<file path="src/rtl/spi_slave_datapath.sv">
// SPI slave datapath: tx holding buffer + tx/rx shift registers driven by shift/sample pulses from an SPI FSM.
// Latency: rx word visible on the same edge as its last sample pulse; miso follows the shift register combinationally.
// Backpressure: tx_ready low while the one-entry holding buffer is full; rx has none (overrun is flagged, sticky).
//
// Ports:
//   clk, reset        - system clock, asynchronous active-high reset
//   cs, cpha          - active-low chip select (already synchronous), clock phase bit
//   shift, sample     - one-cycle pulses: advance tx bit / capture mosi
//   mosi, miso        - serial data in / out
//   tx_data/valid/ready - next word to transmit (valid/ready handshake)
//   rx_data/valid/ack - last completed received word, held until acknowledged
//   rx_overrun, tx_underrun - sticky error flags, cleared only by reset
//
// Build option: define SPI_LSB_FIRST_EN for LSB-first operation (default MSB-first).

module spi_slave_datapath #(
  parameter int DATA_W = 8
) (
  input  logic              clk,
  input  logic              reset,
  input  logic              cs,
  input  logic              cpha,
  input  logic              shift,
  input  logic              sample,
  input  logic              mosi,
  output logic              miso,
  input  logic [DATA_W-1:0] tx_data,
  input  logic              tx_valid,
  output logic              tx_ready,
  output logic [DATA_W-1:0] rx_data,
  output logic              rx_valid,
  input  logic              rx_ack,
  output logic              rx_overrun,
  output logic              tx_underrun
);

  localparam int                CNT_W    = $clog2(DATA_W);
  localparam logic [CNT_W-1:0]  CNT_LAST = CNT_W'(DATA_W - 1);
  localparam logic [DATA_W-1:0] ALL_ONES = '1;

  // State
  logic              cs_q,          cs_d;
  logic [DATA_W-1:0] tx_sr_q,       tx_sr_d;
  logic [CNT_W-1:0]  tx_cnt_q,      tx_cnt_d;
  logic              skip_q,        skip_d;
  // Only DATA_W-1 partial bits need storing; the last bit comes straight from mosi.
  logic [DATA_W-2:0] rx_sr_q,       rx_sr_d;
  logic [CNT_W-1:0]  rx_cnt_q,      rx_cnt_d;
  logic [DATA_W-1:0] hold_q,        hold_d;
  logic              hold_full_q,   hold_full_d;
  logic [DATA_W-1:0] rx_data_q,     rx_data_d;
  logic              rx_valid_q,    rx_valid_d;
  logic              rx_overrun_q,  rx_overrun_d;
  logic              tx_underrun_q, tx_underrun_d;

  // Combinational helpers
  logic              frame_start;
  logic              frame_end;
  logic              shift_en;
  logic              sample_en;
  logic              tx_load;
  logic              tx_wr;
  logic [DATA_W-1:0] tx_load_val;
  logic [DATA_W-1:0] tx_shifted;
  logic [DATA_W-1:0] rx_word;
  logic              tx_out;

  always_comb begin
    frame_start = cs_q & ~cs;
    frame_end   = ~cs_q & cs;
    // The frame-start cycle is spent loading; pulses there are not acted on.
    shift_en    = shift  & ~cs & ~frame_start;
    sample_en   = sample & ~cs & ~frame_start;
    tx_load     = frame_start | (shift_en & ~skip_q & (tx_cnt_q == CNT_LAST));
    // tx_ready reflects the buffer state before this edge, so a load and a
    // write can share a cycle only when the buffer starts empty.
    tx_wr       = tx_valid & ~hold_full_q;
    tx_load_val = hold_full_q ? hold_q : ALL_ONES;
`ifdef SPI_LSB_FIRST_EN
    tx_shifted  = {1'b0, tx_sr_q[DATA_W-1:1]};
    rx_word     = {mosi, rx_sr_q};
    tx_out      = tx_sr_q[0];
`else
    tx_shifted  = {tx_sr_q[DATA_W-2:0], 1'b0};
    rx_word     = {rx_sr_q, mosi};
    tx_out      = tx_sr_q[DATA_W-1];
`endif
  end

  always_comb begin
    cs_d          = cs;
    tx_sr_d       = tx_sr_q;
    tx_cnt_d      = tx_cnt_q;
    skip_d        = skip_q;
    rx_sr_d       = rx_sr_q;
    rx_cnt_d      = rx_cnt_q;
    hold_d        = hold_q;
    hold_full_d   = hold_full_q;
    rx_data_d     = rx_data_q;
    rx_valid_d    = rx_valid_q & ~rx_ack;
    rx_overrun_d  = rx_overrun_q;
    tx_underrun_d = tx_underrun_q;

    // Transmit side
    if (tx_load) begin
      tx_sr_d     = tx_load_val;
      tx_cnt_d    = '0;
      hold_full_d = 1'b0;
      if (!hold_full_q) begin
        tx_underrun_d = 1'b1;
      end
    end else if (shift_en) begin
      if (skip_q) begin
        // cpha=1: the first shift edge of a frame only arms normal shifting.
        skip_d = 1'b0;
      end else begin
        tx_sr_d  = tx_shifted;
        tx_cnt_d = tx_cnt_q + CNT_W'(1);
      end
    end

    if (frame_start) begin
      skip_d = cpha;
    end

    if (tx_wr) begin
      hold_d      = tx_data;
      hold_full_d = 1'b1;
    end

    // Receive side
    if (frame_start || frame_end) begin
      // Partial word from an aborted frame is dropped; holding buffer kept.
      rx_sr_d  = '0;
      rx_cnt_d = '0;
      if (frame_end) begin
        tx_cnt_d = '0;
        skip_d   = 1'b0;
      end
    end else if (sample_en) begin
`ifdef SPI_LSB_FIRST_EN
      rx_sr_d = rx_word[DATA_W-1:1];
`else
      rx_sr_d = rx_word[DATA_W-2:0];
`endif
      if (rx_cnt_q == CNT_LAST) begin
        rx_data_d  = rx_word;
        rx_valid_d = 1'b1;
        rx_cnt_d   = '0;
        // An ack in the completing cycle frees the slot in time.
        if (rx_valid_q && !rx_ack) begin
          rx_overrun_d = 1'b1;
        end
      end else begin
        rx_cnt_d = rx_cnt_q + CNT_W'(1);
      end
    end
  end

  always_ff @(posedge clk or posedge reset) begin
    if (reset) begin
      cs_q          <= 1'b1;
      tx_sr_q       <= '0;
      tx_cnt_q      <= '0;
      skip_q        <= 1'b0;
      rx_sr_q       <= '0;
      rx_cnt_q      <= '0;
      hold_q        <= '0;
      hold_full_q   <= 1'b0;
      rx_data_q     <= '0;
      rx_valid_q    <= 1'b0;
      rx_overrun_q  <= 1'b0;
      tx_underrun_q <= 1'b0;
    end else begin
      cs_q          <= cs_d;
      tx_sr_q       <= tx_sr_d;
      tx_cnt_q      <= tx_cnt_d;
      skip_q        <= skip_d;
      rx_sr_q       <= rx_sr_d;
      rx_cnt_q      <= rx_cnt_d;
      hold_q        <= hold_d;
      hold_full_q   <= hold_full_d;
      rx_data_q     <= rx_data_d;
      rx_valid_q    <= rx_valid_d;
      rx_overrun_q  <= rx_overrun_d;
      tx_underrun_q <= tx_underrun_d;
    end
  end

  assign miso        = cs ? 1'b0 : tx_out;
  assign tx_ready    = ~hold_full_q;
  assign rx_data     = rx_data_q;
  assign rx_valid    = rx_valid_q;
  assign rx_overrun  = rx_overrun_q;
  assign tx_underrun = tx_underrun_q;

endmodule

</file>
<file path="config.mk">
export PLATFORM = sky130hd
export DESIGN_NAME = spi_slave_datapath
export DESIGN_NICKNAME = d
export VERILOG_FILES = /design/src/rtl/spi_slave_datapath.sv
export SDC_FILE = /design/constraint.sdc
export NUM_CORES = 1
export LEC_CHECK = 0
export ABC_AREA = 1
export CORE_ASPECT_RATIO = 0.6
export CORE_MARGIN = 10
export CORE_UTILIZATION = 53
export CTS_CLUSTER_DIAMETER = 30
export DETAILED_ROUTE_END_ITERATION = 12
export GPL_ROUTABILITY_DRIVEN = 0
export GPL_TIMING_DRIVEN = 0
export PLACE_DENSITY = 0.78
export SKIP_CTS_REPAIR_TIMING = 1
export SLEW_MARGIN = 20
export SYNTH_ARGS = -nofsm -noshare
export SYNTH_HDL_FRONTEND = slang
export SYNTH_SLANG_ARGS = --single-unit
</file>
<file path="constraint.sdc">
create_clock -name clk -period 1.8 [get_ports clk]
set_input_delay 0.36 -clock clk [delete_from_list [all_inputs] [get_ports clk]]
set_output_delay 0.36 -clock clk [all_outputs]
set_load 0.01 [all_outputs]
</file>
==> results by group <==
Power
  – Pwr dens: 994 nW/um^2
  – Comb pwr share: between 10% and 20%
  – Leak Pwr: 1.33 nW
  – Peak VDD IR: ~0.88 mV
  – Psw: approximately 0.65 mW
  – Seq pwr share: between 40% and 50%
  – Internal: between 1.5 and 2 mW
  – Clock share of power: 35.6%
  – Switch share: 26.3%

Synth
  – Synth top area cells: dfrtp_1, nand2_1, nand3_1
  – Post-synthesis adder-cell area fraction: 3.76%
  – Synth Area in Compound Gates: 5.90%
  – Mean Syn Cell Area: 8.24 um^2
  – Simple-Gate Fraction of Synth Area: roughly 30%
  – Yosys reg bits: 43
  – Mapped Area: about 2000 um^2
  – Synth Area in XOR/XNOR: 0%
  – Yosys cell types: 23
  – Mux contribution to synthesized area: 0%
  – Largest family of logic cells by synthesized area: simple AND/OR/NAND/NOR gates
  – Seq/Total Area, Yosys: between 50% and 60%
  – Yosys warns: 0
  – Synth area leader: dfrtp_1
  – Proportion of netlist area held by the largest area contributor: approximately 53%
  – Post-synthesis cell count: about 240
  – Syn nets: about 270

CTS
  – Clk pin slew, worst setup/hold paths: approximately 0.080 ns
  – Clk sink count: 43
  – H-tree depth: 2
  – Root Buffer: clkbuf_8
  – Max Buffers Root-to-Sink: 2
  – CTS tree: done
  – Worst-Skew Late Latency: 0.30 ns
  – TritonCTS buffer count: 5

Detailed routing
  – Router iterations before antenna repair: 4
  – Vias per cell: between 4 and 5
  – Drt wl/cell: approximately 13 um
  – Total routed wirelength: ~4100 um
  – Post-route ant nets: 0
  – Initial DRC Count: between 60 and 70
  – DRC: 0
  – Via count: roughly 1600

Die
  – Die Y: between 60 and 70 um
  – Rows: 17
  – Die area: between 6000 and 7000 um^2
  – Die Width: approximately 99 um
  – Starting Density: between 50 and 60%
  – # IOs: 30
  – Core area: ~3600 um^2

Timing
  – Peak Freq: between 0.5 and 0.6 GHz
  – Total Neg Setup Slack: 0 ns
  – Final setup violating endpoints: 0
  – Final hold viol count: 0
  – Slew @ Worst Pin: around 0.43 ns
  – Slew Limit Headroom: a little under three quarters
  – Max-slew violations: 0
  – Clock Skew: 0.00650 ns
  – Tcrit/Tclk final: between 90% and 100%
  – Fin crit period: approximately 1.7 ns
  – RSZ-0062 raised after global routing: false

Setup path
  – Setup crit end kind: primary output
  – Worst setup path category: register to primary output
  – CP Launch Type: register
  – Worst Path Arrival: roughly 1.3 ns
  – Worst path required time: 1.44 ns
  – CP Max Fanout: 2

Run status
  – Status: finished, final reports clean

GRT
  – First-pass GRT wire length: ~7000 um
  – Vias in the first global route: 1536
  – Largest net degree at the start of global routing: 34
  – Overall Global Routing Usage: 13.0%
  – Total gr overflow: 0
  – Initial antenna violation count: 0

Run
  – Max-cap violations: 0

Placed design
  – Input/output buffers: 28
  – HPWL after DPL: between 2000 and 3000 um

Cells and area
  – Finished Core Util: 68.6%
  – Most common cell after layout, fill and taps aside: nand2_1
  – Layout cells sized above 1: under 10%
  – Nets: 300
  – Most frequent cells in the layout: nand2_1, dfrtp_1, clkdlybuf4s50_1
  – Area growth syn-to-layout: 25.2%
  – Inserted Diodes: 0

Worst hold path
  – Hold WC Path Type: input port to asynchronous set/reset pin
==> per-stage QoR <==
step	setup WS, ns	total power [mW]	cells	hold WS (ns)	instance area, um^2
after CTS	-0.221	2.51	326	0.294	2490
after detailed placement	-0.473	1.62	318	0.455	2350
after global routing	0.0580	2.62	325	0.283	2500
after global placement	-0.459	1.60	317	0.450	2330
after floorplan	0.332	1.47	242	0.364	1990
final	0.109	2.48	325	0.287	2500
==> worst max-delay path, stage by stage, from the launching register on <==
cell and delay [ns]:
dfrtp_1 0.33, inv_1 0.05, nor2_1 0.11, clkdlybuf4s50_1 0.55
==> worst paths after layout <==
path,start,to,slack [ns],cells past startpoint
max,tx_sr_q[7],miso,0.11,3
min,reset,hold_q[5],0.29,2
max reg2reg,tx_cnt_q[0],tx_sr_q[7],0.19,7
min reg2reg,rx_data[6],rx_data[6],0.47,2
max in group asynchronous,reset,cs_q,1.00,3
min in group clk,cs,cs_q,0.29,1
==> Yosys cell counts (all sizes together) <==
| cell type | count |
|---|---|
| a21oi | 1 |
| buf | 6 |
| clkbuf | 1 |
| dfrtp | 42 |
| dfstp | 1 |
| ha | 6 |
| inv | 22 |
| nand2 | 102 |
| nand3 | 21 |
| nand4 | 1 |
| nor2 | 18 |
| nor3 | 1 |
| o211ai | 1 |
| o21ai | 18 |
| or2 | 1 |
==> flip-flops by register name, indices dropped and copies added (netlist names) <==
signal       flops
hold_q           8
skip_q           1
rx_data          8
hold_full_q      1
tx_sr_q          8
rx_overrun       1
tx_cnt_q         3
tx_underrun      1
rx_valid         1
rx_cnt_q         3
rx_sr_q          7
cs_q             1
==> cell families after synthesis <==
kind of cell    after synthesis
flops                        43
fa+ha+maj                     6
compound gates               20
simple gates                144
buf+inv                      29
==> power by group through the flow <==
stage               clock (mW)  sequential, mW  combinational, mW
floorplan                    0            1.17              0.302
global placement             0            1.19              0.412
detailed placement           0            1.19              0.432
CTS                      0.899            1.17              0.434
global route             0.937            1.19              0.492
finish                   0.882            1.18              0.421
==> cell type report <==
class,count,area [um^2]
multi-input combinational,170,793
sequential,43,1080
fill,314,1140
timing repair buffer,29,305
clock inverter,2,60.1
tap,47,58.8
inverter,22,87.6
clock buffer,6,72.6
buffer,6,41.3
==> routing by layer <==
| metal | GRT usage (%) | up-vias | wire length [um] |
|---|---|---|---|
| li1 | - | 821 | - |
| met2 | 19.3 | 27 | 1740 |
| met5 | 0 | - | 0 |
| met1 | 16.8 | 727 | 2050 |
| met4 | 5.87 | 0 | 52 |
| met3 | 4.68 | 4 | 231 |
Note: power is estimated with default switching activity, not from simulation.
